`src/rtl/ifu_ctrl_if.sv`:
```
// Fetch-side bus of ifu_ctrl: instruction-memory port, redirect request,
// decode-facing valid/ready queue head and misalignment pulse.
interface ifu_ctrl_if;
  logic [9:0]  im_addr;
  logic [31:0] im_dout;
  logic        redirect;
  logic [31:0] redirect_pc;
  logic        out_valid;
  logic        out_ready;
  logic [31:0] out_instr;
  logic [31:0] out_pc;
  logic        misalign;

  modport master (
    output im_addr, out_valid, out_instr, out_pc, misalign,
    input  im_dout, redirect, redirect_pc, out_ready
  );

  modport slave (
    input  im_addr, out_valid, out_instr, out_pc, misalign,
    output im_dout, redirect, redirect_pc, out_ready
  );
endinterface

```
`src/rtl/ifu_ctrl.sv`:
```
// Instruction fetch controller: sequential pc, 2-entry {pc, instr} queue
// towards decode, redirect with flush, registered outputs only.
module ifu_ctrl #(
  parameter logic [31:0] RESET_PC = 32'h0000_3000,
  parameter int          DEPTH    = 2
) (
  input logic        clk,
  input logic        rst,
  ifu_ctrl_if.master bus
);

  localparam logic [1:0] FULL_CNT = 2'(DEPTH);

  logic [31:0] pc_q, pc_d;
  logic [1:0]  count_q, count_d;
  logic [31:0] ent_pc_q [2];
  logic [31:0] ent_pc_d [2];
  logic [31:0] ent_instr_q [2];
  logic [31:0] ent_instr_d [2];
  logic        misalign_q, misalign_d;
  logic        pop, push;
  logic [1:0]  rem;

  always_comb begin
    pop         = (count_q != '0) & bus.out_ready;
    push        = ~bus.redirect & ((count_q < FULL_CNT) | pop);
    rem         = count_q - {1'b0, pop};
    pc_d        = pc_q;
    count_d     = count_q;
    ent_pc_d    = ent_pc_q;
    ent_instr_d = ent_instr_q;
    misalign_d  = bus.redirect & (|bus.redirect_pc[1:0]);

    if (bus.redirect) begin
      // Entries are left in place so the head holds its last value while empty.
      count_d = '0;
      pc_d    = {bus.redirect_pc[31:2], 2'b00};
    end else begin
      if (pop && count_q == 2'd2) begin
        ent_pc_d[0]    = ent_pc_q[1];
        ent_instr_d[0] = ent_instr_q[1];
      end
      if (push) begin
        if (rem == 2'd0) begin
          ent_pc_d[0]    = pc_q;
          ent_instr_d[0] = bus.im_dout;
        end else begin
          ent_pc_d[1]    = pc_q;
          ent_instr_d[1] = bus.im_dout;
        end
        pc_d = pc_q + 32'd4;
      end
      count_d = rem + {1'b0, push};
    end
  end

  always_ff @(posedge clk) begin
    if (rst) begin
      pc_q           <= {RESET_PC[31:2], 2'b00};
      count_q        <= '0;
      ent_pc_q[0]    <= '0;
      ent_pc_q[1]    <= '0;
      ent_instr_q[0] <= '0;
      ent_instr_q[1] <= '0;
      misalign_q     <= 1'b0;
    end else begin
      pc_q        <= pc_d;
      count_q     <= count_d;
      ent_pc_q    <= ent_pc_d;
      ent_instr_q <= ent_instr_d;
      misalign_q  <= misalign_d;
    end
  end

  assign bus.im_addr   = pc_q[11:2];
  assign bus.out_valid = (count_q != '0);
  assign bus.out_instr = ent_instr_q[0];
  assign bus.out_pc    = ent_pc_q[0];
  assign bus.misalign  = misalign_q;

endmodule
```
`src/flat_wrapper.sv`:
```
// flat-port wrapper written by rule: the top's interface ports become plain ports
module ifu_ctrl_flat 
#(
  parameter logic [31:0] RESET_PC = 32'h0000_3000,
  parameter int          DEPTH    = 2
)
  (clk, rst, bus_im_addr, bus_out_valid, bus_out_instr, bus_out_pc, bus_misalign, bus_im_dout, bus_redirect, bus_redirect_pc, bus_out_ready);
  ifu_ctrl_if bus_i ();
  input logic clk;
  input logic rst;
  output wire logic [$bits(bus_i.im_addr)-1:0] bus_im_addr;
  output wire logic [$bits(bus_i.out_valid)-1:0] bus_out_valid;
  output wire logic [$bits(bus_i.out_instr)-1:0] bus_out_instr;
  output wire logic [$bits(bus_i.out_pc)-1:0] bus_out_pc;
  output wire logic [$bits(bus_i.misalign)-1:0] bus_misalign;
  input wire logic [$bits(bus_i.im_dout)-1:0] bus_im_dout;
  input wire logic [$bits(bus_i.redirect)-1:0] bus_redirect;
  input wire logic [$bits(bus_i.redirect_pc)-1:0] bus_redirect_pc;
  input wire logic [$bits(bus_i.out_ready)-1:0] bus_out_ready;
  assign bus_im_addr = bus_i.im_addr;
  assign bus_out_valid = bus_i.out_valid;
  assign bus_out_instr = bus_i.out_instr;
  assign bus_out_pc = bus_i.out_pc;
  assign bus_misalign = bus_i.misalign;
  assign bus_i.im_dout = bus_im_dout;
  assign bus_i.redirect = bus_redirect;
  assign bus_i.redirect_pc = bus_redirect_pc;
  assign bus_i.out_ready = bus_out_ready;
  ifu_ctrl #(.RESET_PC(RESET_PC), .DEPTH(DEPTH)) u_core (.clk(clk), .rst(rst), .bus(bus_i));
endmodule
```
`config.mk`:
```
export PLATFORM = sky130hd
export DESIGN_NAME = ifu_ctrl_flat
export DESIGN_NICKNAME = d
export VERILOG_FILES = /design/src/rtl/ifu_ctrl_if.sv /design/src/rtl/ifu_ctrl.sv /design/src/flat_wrapper.sv
export SDC_FILE = /design/constraint.sdc
export NUM_CORES = 1
export LEC_CHECK = 0
export BUFFER_PORTS_ARGS = -buffer_cell sky130_fd_sc_hd__clkbuf_2
export CELL_PAD_IN_SITES_DETAIL_PLACEMENT = 2
export CELL_PAD_IN_SITES_GLOBAL_PLACEMENT = 2
export CORE_MARGIN = 3
export CORE_UTILIZATION = 28
export DETAILED_ROUTE_END_ITERATION = 6
export GPL_TIMING_DRIVEN = 0
export PLACE_DENSITY = 0.69
export SYNTH_ARGS = -nofsm -noshare
export SYNTH_HDL_FRONTEND = slang
export SYNTH_SLANG_ARGS = --single-unit
export TNS_END_PERCENT = 100
```
`constraint.sdc`:
```
create_clock -name clk -period 5.5 [get_ports clk]
set_input_delay 0.275 -clock clk [delete_from_list [all_inputs] [get_ports clk]]
set_output_delay 0.275 -clock clk [all_outputs]
set_load 0.01 [all_outputs]
```
==> results of run 1 <==
## worst register-to-register path, delay by kind of cell (launching register included)
family | cells | cell delay (ns)
compound gates | 2 | 0.46
fa+ha+maj | 1 | 0.34
buf+inv | 3 | 1.22
flops | 1 | 0.30
mux | 1 | 0.27
simple gates | 3 | 0.55
## power by group through the flow
stage	Sequential, mW	Clock, mW	Combinational, mW
after floorplan	1.34	0	0.479
after global routing	1.35	1.36	0.757
after detailed placement	1.36	0	0.696
after CTS	1.34	1.31	0.699
final	1.34	1.27	0.683
after global placement	1.36	0	0.681
## metal layers
metal	global-route usage, %	wire, um
met1	22.6	12300
met2	30.2	13300
met3	3.96	1210
met4	3.50	219
met5	0	47
## area by class of cell
type | instances | area, sq um | share of cell area [%]
tap | 378 | 473 | 4.77
clock inverter | 12 | 155 | 1.57
sequential | 159 | 3180 | 32.1
inverter | 48 | 180 | 1.82
timing repair buffer | 142 | 711 | 7.17
buffer | 146 | 908 | 9.17
multi-input combinational | 535 | 3840 | 38.8
clock buffer | 20 | 457 | 4.61
## synthesized netlist by cell type, types with 3 or more instances
library cell  instances  share of area [%]
buf_4                77                7.1
and3_1                5               0.39
a22oi_1              24                2.2
buf_2                17                1.0
nand3_1              15               0.93
o21ai_0               5               0.31
buf_6                 6               0.83
xor2_1                3               0.32
nor2b_1               5               0.39
mux2i_1             121                 15
dfxtp_1             159                 39
nand2_1              17               0.79
a221oi_1             40                4.3
o41a_1                4               0.56
a311oi_1             11                1.2
ha_1                  3               0.46
and4_1                5               0.54
clkbuf_1             42                1.9
a211oi_1              6               0.56
o211ai_1              3               0.28
or2_2                60                4.6
a2111oi_0             7               0.76
xnor2_1               7               0.76
nor4_1                6               0.46
nor2_1               93                4.3
nand4_1              11               0.85
o31ai_1               5               0.46
a21oi_1               4               0.25
mux2_2                3               0.42
buf_1                 3               0.14
nand2b_1             25                1.9
or4_1                 9               0.83
inv_1                47                2.2
nor3_1                9               0.56
and2_1                5               0.39
## sequential cells by signal (all words and copies together), names as in the netlist
register / cells
u_core.pc_q: 30
u_core.bus.out_instr: 32
u_core.ent_pc_q: 30
u_core.bus.out_pc: 32
u_core.bus.misalign: 1
u_core.count_q: 2
u_core.ent_instr_q: 32
## metrics by stage
| stage | hold WS [ns] | worst slack [ns] | instances |
|---|---|---|---|
| final | 0.0356 | 2.22 | 1440 |
| after global routing | 0.0290 | 2.01 | 1440 |
| after CTS | 0.0269 | 2.15 | 1440 |
| after detailed placement | 0.463 | 2.16 | 1408 |
| after global placement | 0.457 | 2.29 | 1408 |
| after floorplan | 0.385 | 2.92 | 888 |
## path summary, 6_finish.rpt
kind,startpoint,end,slack (ns)
setup / recovery,u_core.count_q[1],u_core.ent_instr_q[5],2.22
hold / removal,bus_redirect_pc[0],u_core.bus.misalign,0.04
setup reg to reg,u_core.count_q[1],u_core.ent_instr_q[5],2.22
hold reg to reg,u_core.bus.out_instr[2],u_core.bus.out_instr[2],0.47
## kinds of logic (layout without fill, tap and decap cells)
logic type	after synthesis	after routing	synth area share, %
and+or+nand+nor	277	277	18.4
buffers and inverters	194	368	13.4
DFF	159	159	39.2
muxes	124	124	15.3
AOI/OAI and AO/OA	121	121	12.1
xor gates and xnor gates	10	10	1.08
adders and majority gates	3	3	0.463
==> run summary, run 1 <==
Outcome = finished, final reports clean
Design area = 0.00991 sq mm
Clock power frac = 38.7%
Flops & latches, synth = 159
Yosys warns = 0
Unique masters post-synth = 55
Clk buf depth = 2
Seq/Total Area, Yosys = 39.2%
Comb pwr share = 20.7%
WS Path Type = flop to flop
Initial Utilization = 28.8%
Die area = 0.0310 sq mm
Crit path max-delay family = buffers and inverters
Post-synth EDFFs = 0
Clock-pin slew on the worst setup and hold paths = 0.07 ns
Worst EP required = 5.79 ns
Clk sink count = 159
Setup TNS = 0 ns
Antenna diodes = 0
Number of global-route vias before repair = 7391
Crit path depth = 10
Clock root cell = clkbuf_16
CP Cell Sequence = buf_2, or2_2, and2_1, ha_1, a21bo_2, a221oi_1, clkbuf_1, buf_2, mux2i_1, nor2_1
Post-route ant nets = 0
DRC Markers = 0
Setup violations, final = 0
Top_reg_cell synth = dfxtp_1
Leakage = 4.31 nW
Routed via count = 6998
Synthesized area = 0.00811 sq mm
Share of layout cells above drive strength 1 = 32.2%
Total gr overflow = 0
Layout Utilization = 35.2%
Clock Latency Late Sink = 0.44 ns
Width of the die = 176 um
Max-slew violations = 0
Fin. Hold Viols = 0
Unrepaired setup endpoints after global routing = no
Syn_area_per_cell = 9.13 sq um
CP Data Arrival Time = 3.57 ns
Max Fclk = 305 MHz
Initial antenna violation count = 3
Async set-or-reset flop fraction in the synthesized netlist = 0%
Fillers = 3224
Most frequent cells in the layout = dfxtp_1 (159), clkbuf_2 (142), mux2i_1 (121), nor2_1 (93), buf_4 (77)
Starting DRT DRC Count = 228
Largest net degree at the start of global routing = 17
Sequential group share of total power = 40.6%
Final worst path period share = 59.6%
Buffers on Ports = 142
Peak supply drop = 0.144 mV
Hold/Removal Path Class = primary input to flop
First drt pass iteration count = 4
Final wirelength = 27100 um
Skew final = 0.0131 ns
Hpwl dp = 20200 um
DR vias/cell = 4.86
MaxCap Viol Count = 0
Clock H-tree levels = 4
Commonest non-fill, non-tap cell in the layout = dfxtp_1
Crit-path max cell delay = 0.58 ns
Area growth, synth to finish = 22.1%
Buf/Inv on CP = 3
Post-CTS Resized = 0
Core ar. = 0.0282 sq mm
CP max stage cell = clkbuf_1
Hold-fix buffers, CTS = 0
Wire per inst = 18.8 um
Worst slew pin tran = 0.829 ns
Psw = 0.959 mW
Crit path launch type = flop
First-pass GRT wire length = 42500 um
CP Max Fanout = 10
Hold Crit Depth = 2
Placer Congestion = 0.761
Syn Nets = 959
Sw frac = 29.1%
CP endpoint kind = flop
Synthesized instance count = 888
Placement Cell Area = 0.00930 sq mm
Pwr dens = 332 mW/mm^2
CTS Buf Count = 17
Cell mode on critical path = buf_2
Total GRT Usage = 17.5%
Pint = 2.33 mW
Rel. slew slack = 44.8%
FP Rows = 61
TritonCTS clock tree = done
R2R cell count = 10
Io pins = 144
Minimum clock period = 3.28 ns
Overall power = 3.29 mW
Post CTS Setup Buffer Count = 0
Nets = 1120
Die Y-Extent = 176 um
Power figures use the tool's default switching activity.
==> run 2: changes to the inputs <==
--- a/config.mk
+++ b/config.mk
@@ -12,7 +12,7 @@
 export CORE_UTILIZATION = 28
 export DETAILED_ROUTE_END_ITERATION = 6
 export GPL_TIMING_DRIVEN = 0
-export PLACE_DENSITY = 0.69
+export PLACE_DENSITY = 0.72
 export SYNTH_ARGS = -nofsm -noshare
 export SYNTH_HDL_FRONTEND = slang
 export SYNTH_SLANG_ARGS = --single-unit
==> constraint.sdc (replaced) <==
create_clock -name clk -period 2.7 [get_ports clk]
set_input_delay 0.135 -clock clk [delete_from_list [all_inputs] [get_ports clk]]
set_output_delay 0.135 -clock clk [all_outputs]
set_load 0.01 [all_outputs]
==> run summary, run 2 (synthesis gave the netlist of run 1 again) <==
Total gr overflow = 0 (unchanged)
Number of global-route vias before repair = 7812 (+5.7%)
Placer Congestion = 0.790 (+3.8%)
TritonCTS clock tree = done
CP Data Arrival Time = 2.88 ns (-0.69 ns)
First drt pass iteration count = 4 (unchanged)
Final worst path period share = 95.7% (+36 points)
Commonest non-fill, non-tap cell in the layout = dfxtp_1
Post-route ant nets = 0 (unchanged)
Clk buf depth = 2 (unchanged)
Core ar. = 0.0282 sq mm (unchanged)
Metal3 WL = 1120 um (-7.6%)
Minimum clock period = 2.59 ns (-0.690 ns)
Most frequent cells in the layout = dfxtp_1 (158), clkbuf_2 (144), mux2i_1 (117), nor2_1 (93), buf_4 (77)
Largest net degree at the start of global routing = 20 (+3)
Worst slew pin tran = 0.771 ns (-0.0572 ns)
CP endpoint kind = flop
DRC Markers = 0 (unchanged)
DR vias/cell = 4.84 (-0.36%)
Clock H-tree levels = 4 (unchanged)
Post-Route M1 WL = 12800 um (+3.7%)
Final wirelength = 29700 um (+9.7%)
Clock Latency Late Sink = 0.44 ns (about the same)
Hold/Removal Path Class = primary input to flop
Setup violations, final = 0 (unchanged)
Hpwl dp = 20700 um (+2.5%)
Buffers on Ports = 142 (unchanged)
Share of layout cells above drive strength 1 = 32.3% (+0.12 points)
Wire per inst = 19.8 um (+5.1%)
Nets = 1182 (+5.5%)
CTS Buf Count = 17 (unchanged)
FP Rows = 61 (unchanged)
Worst EP required = 2.99 ns (-2.80 ns)
Io pins = 144 (unchanged)
Overall power = 6.87 mW (+110%)
Outcome = finished, final reports clean
Peak supply drop = 0.361 mV (+150%)
Hold Worst Slack = 0.000396 ns (-0.0352 ns)
Initial Utilization = 28.8% (unchanged)
Unrepaired setup endpoints after global routing = no
Pwr dens = 638 mW/mm^2 (+92%)
MaxCap Viol Count = 0 (unchanged)
First-pass GRT wire length = 45500 um (+7.1%)
Leakage = 4.65 nW (+8.0%)
Routed wl met2 = 15500 um (+17%)
Max Fclk = 387 MHz (+27%)
Design area = 0.0108 sq mm (+8.8%)
Fin. Hold Viols = 0 (unchanged)
Placement Cell Area = 0.00930 sq mm (unchanged)
Skew final = 0.0119 ns (-0.00127 ns)
Width of the die = 176 um (unchanged)
Area growth, synth to finish = 32.9%
Crit path launch type = flop
Total GRT Usage = 18.9% (+1.3 points)
Clock root cell = clkbuf_16
WS Path Type = flop to flop
DR top layer = met5
CP Max Fanout = 8 (-2)
Clock-pin slew on the worst setup and hold paths = 0.06 ns (about the same)
Layout Utilization = 38.3% (+3.1 points)
Rel. slew slack = 48.6% (+3.8 points)
Starting DRT DRC Count = 276 (+21%)
Max-slew violations = 0 (unchanged)
Routed via count = 7273 (+3.9%)
Die area = 0.0310 sq mm (unchanged)
Clk sink count = 159 (unchanged)
Die Y-Extent = 176 um (unchanged)
Initial antenna violation count = 1 (-2)
==> run 2: worst paths after layout <==
kind | start | endpoint | slack [ns] | depth (start not counted)
setup / recovery | u_core.count_q[1] | u_core.ent_pc_q[9] | 0.11 | 9
hold reg to reg | u_core.bus.out_pc[26] | u_core.bus.out_pc[26] | 0.47 | 2
hold / removal | bus_redirect_pc[12] | u_core.pc_q[12] | 0.0004 | 3
setup reg to reg | u_core.count_q[1] | u_core.ent_pc_q[9] | 0.11 | 9
==> run 2: metal layers <==
metal,vias up,track usage [%]
met1,3615,23.2
met2,138,34.4
li1,3495,-
met5,-,0
met4,2,3.46
met3,23,3.61
==> run 2: worst max-delay path, cell delays in order, from the launching register on <==
cell and delay, ns:
dfxtp_2 0.37, or2_2 0.33, and2_1 0.19, ha_4 0.25
a21bo_2 0.24, a221oi_4 0.39, buf_6 0.24, buf_12 0.14
mux2i_2 0.22, nor2_1 0.08
==> run 2: power by group <==
part	leakage, nW	switching [mW]	internal (mW)	total (mW)
Clock	0.280	1.05	1.45	2.50
Sequential	1.31	0.160	2.57	2.73
Combinational	3.06	0.796	0.852	1.65
Total	4.65	2.01	4.87	6.87
==> run 2: cell type report <==
class	instances	area, sq um
tap	378	473
inverter	48	180
antenna	1	2.50
timing repair buffer	206	1440
clock inverter	11	143
buffer	144	1030
sequential	159	3180
multi-input combinational	535	3890
fill	3098	17400
clock buffer	20	437
==> run 2: repair_timing <==
| item | 4_1_cts | 5_1_grt |
|---|---|---|
| pin swaps | 0 | 1 |
| endpoints found under the setup margin | 126 | 125 |
| hold buffers | 54 | 0 |
| gates cloned | 0 | 8 |
| buffers inserted | 1 | 1 |
| endpoints found under the hold margin | 53 | 0 |
| gates resized for setup | 27 | 34 |
==> run 2: per-stage QoR <==
stage	setup slack (ns)	std cells	TNS [ns]
6_report	0.115	1502	0
4_1_cts	-0.00658	1493	-0.00729
3_5_place_dp	-0.566	1408	-46.58
3_3_place_gp	-0.483	1408	-38.66
2_1_floorplan	0.120	888	0
5_1_grt	0.0376	1501	0
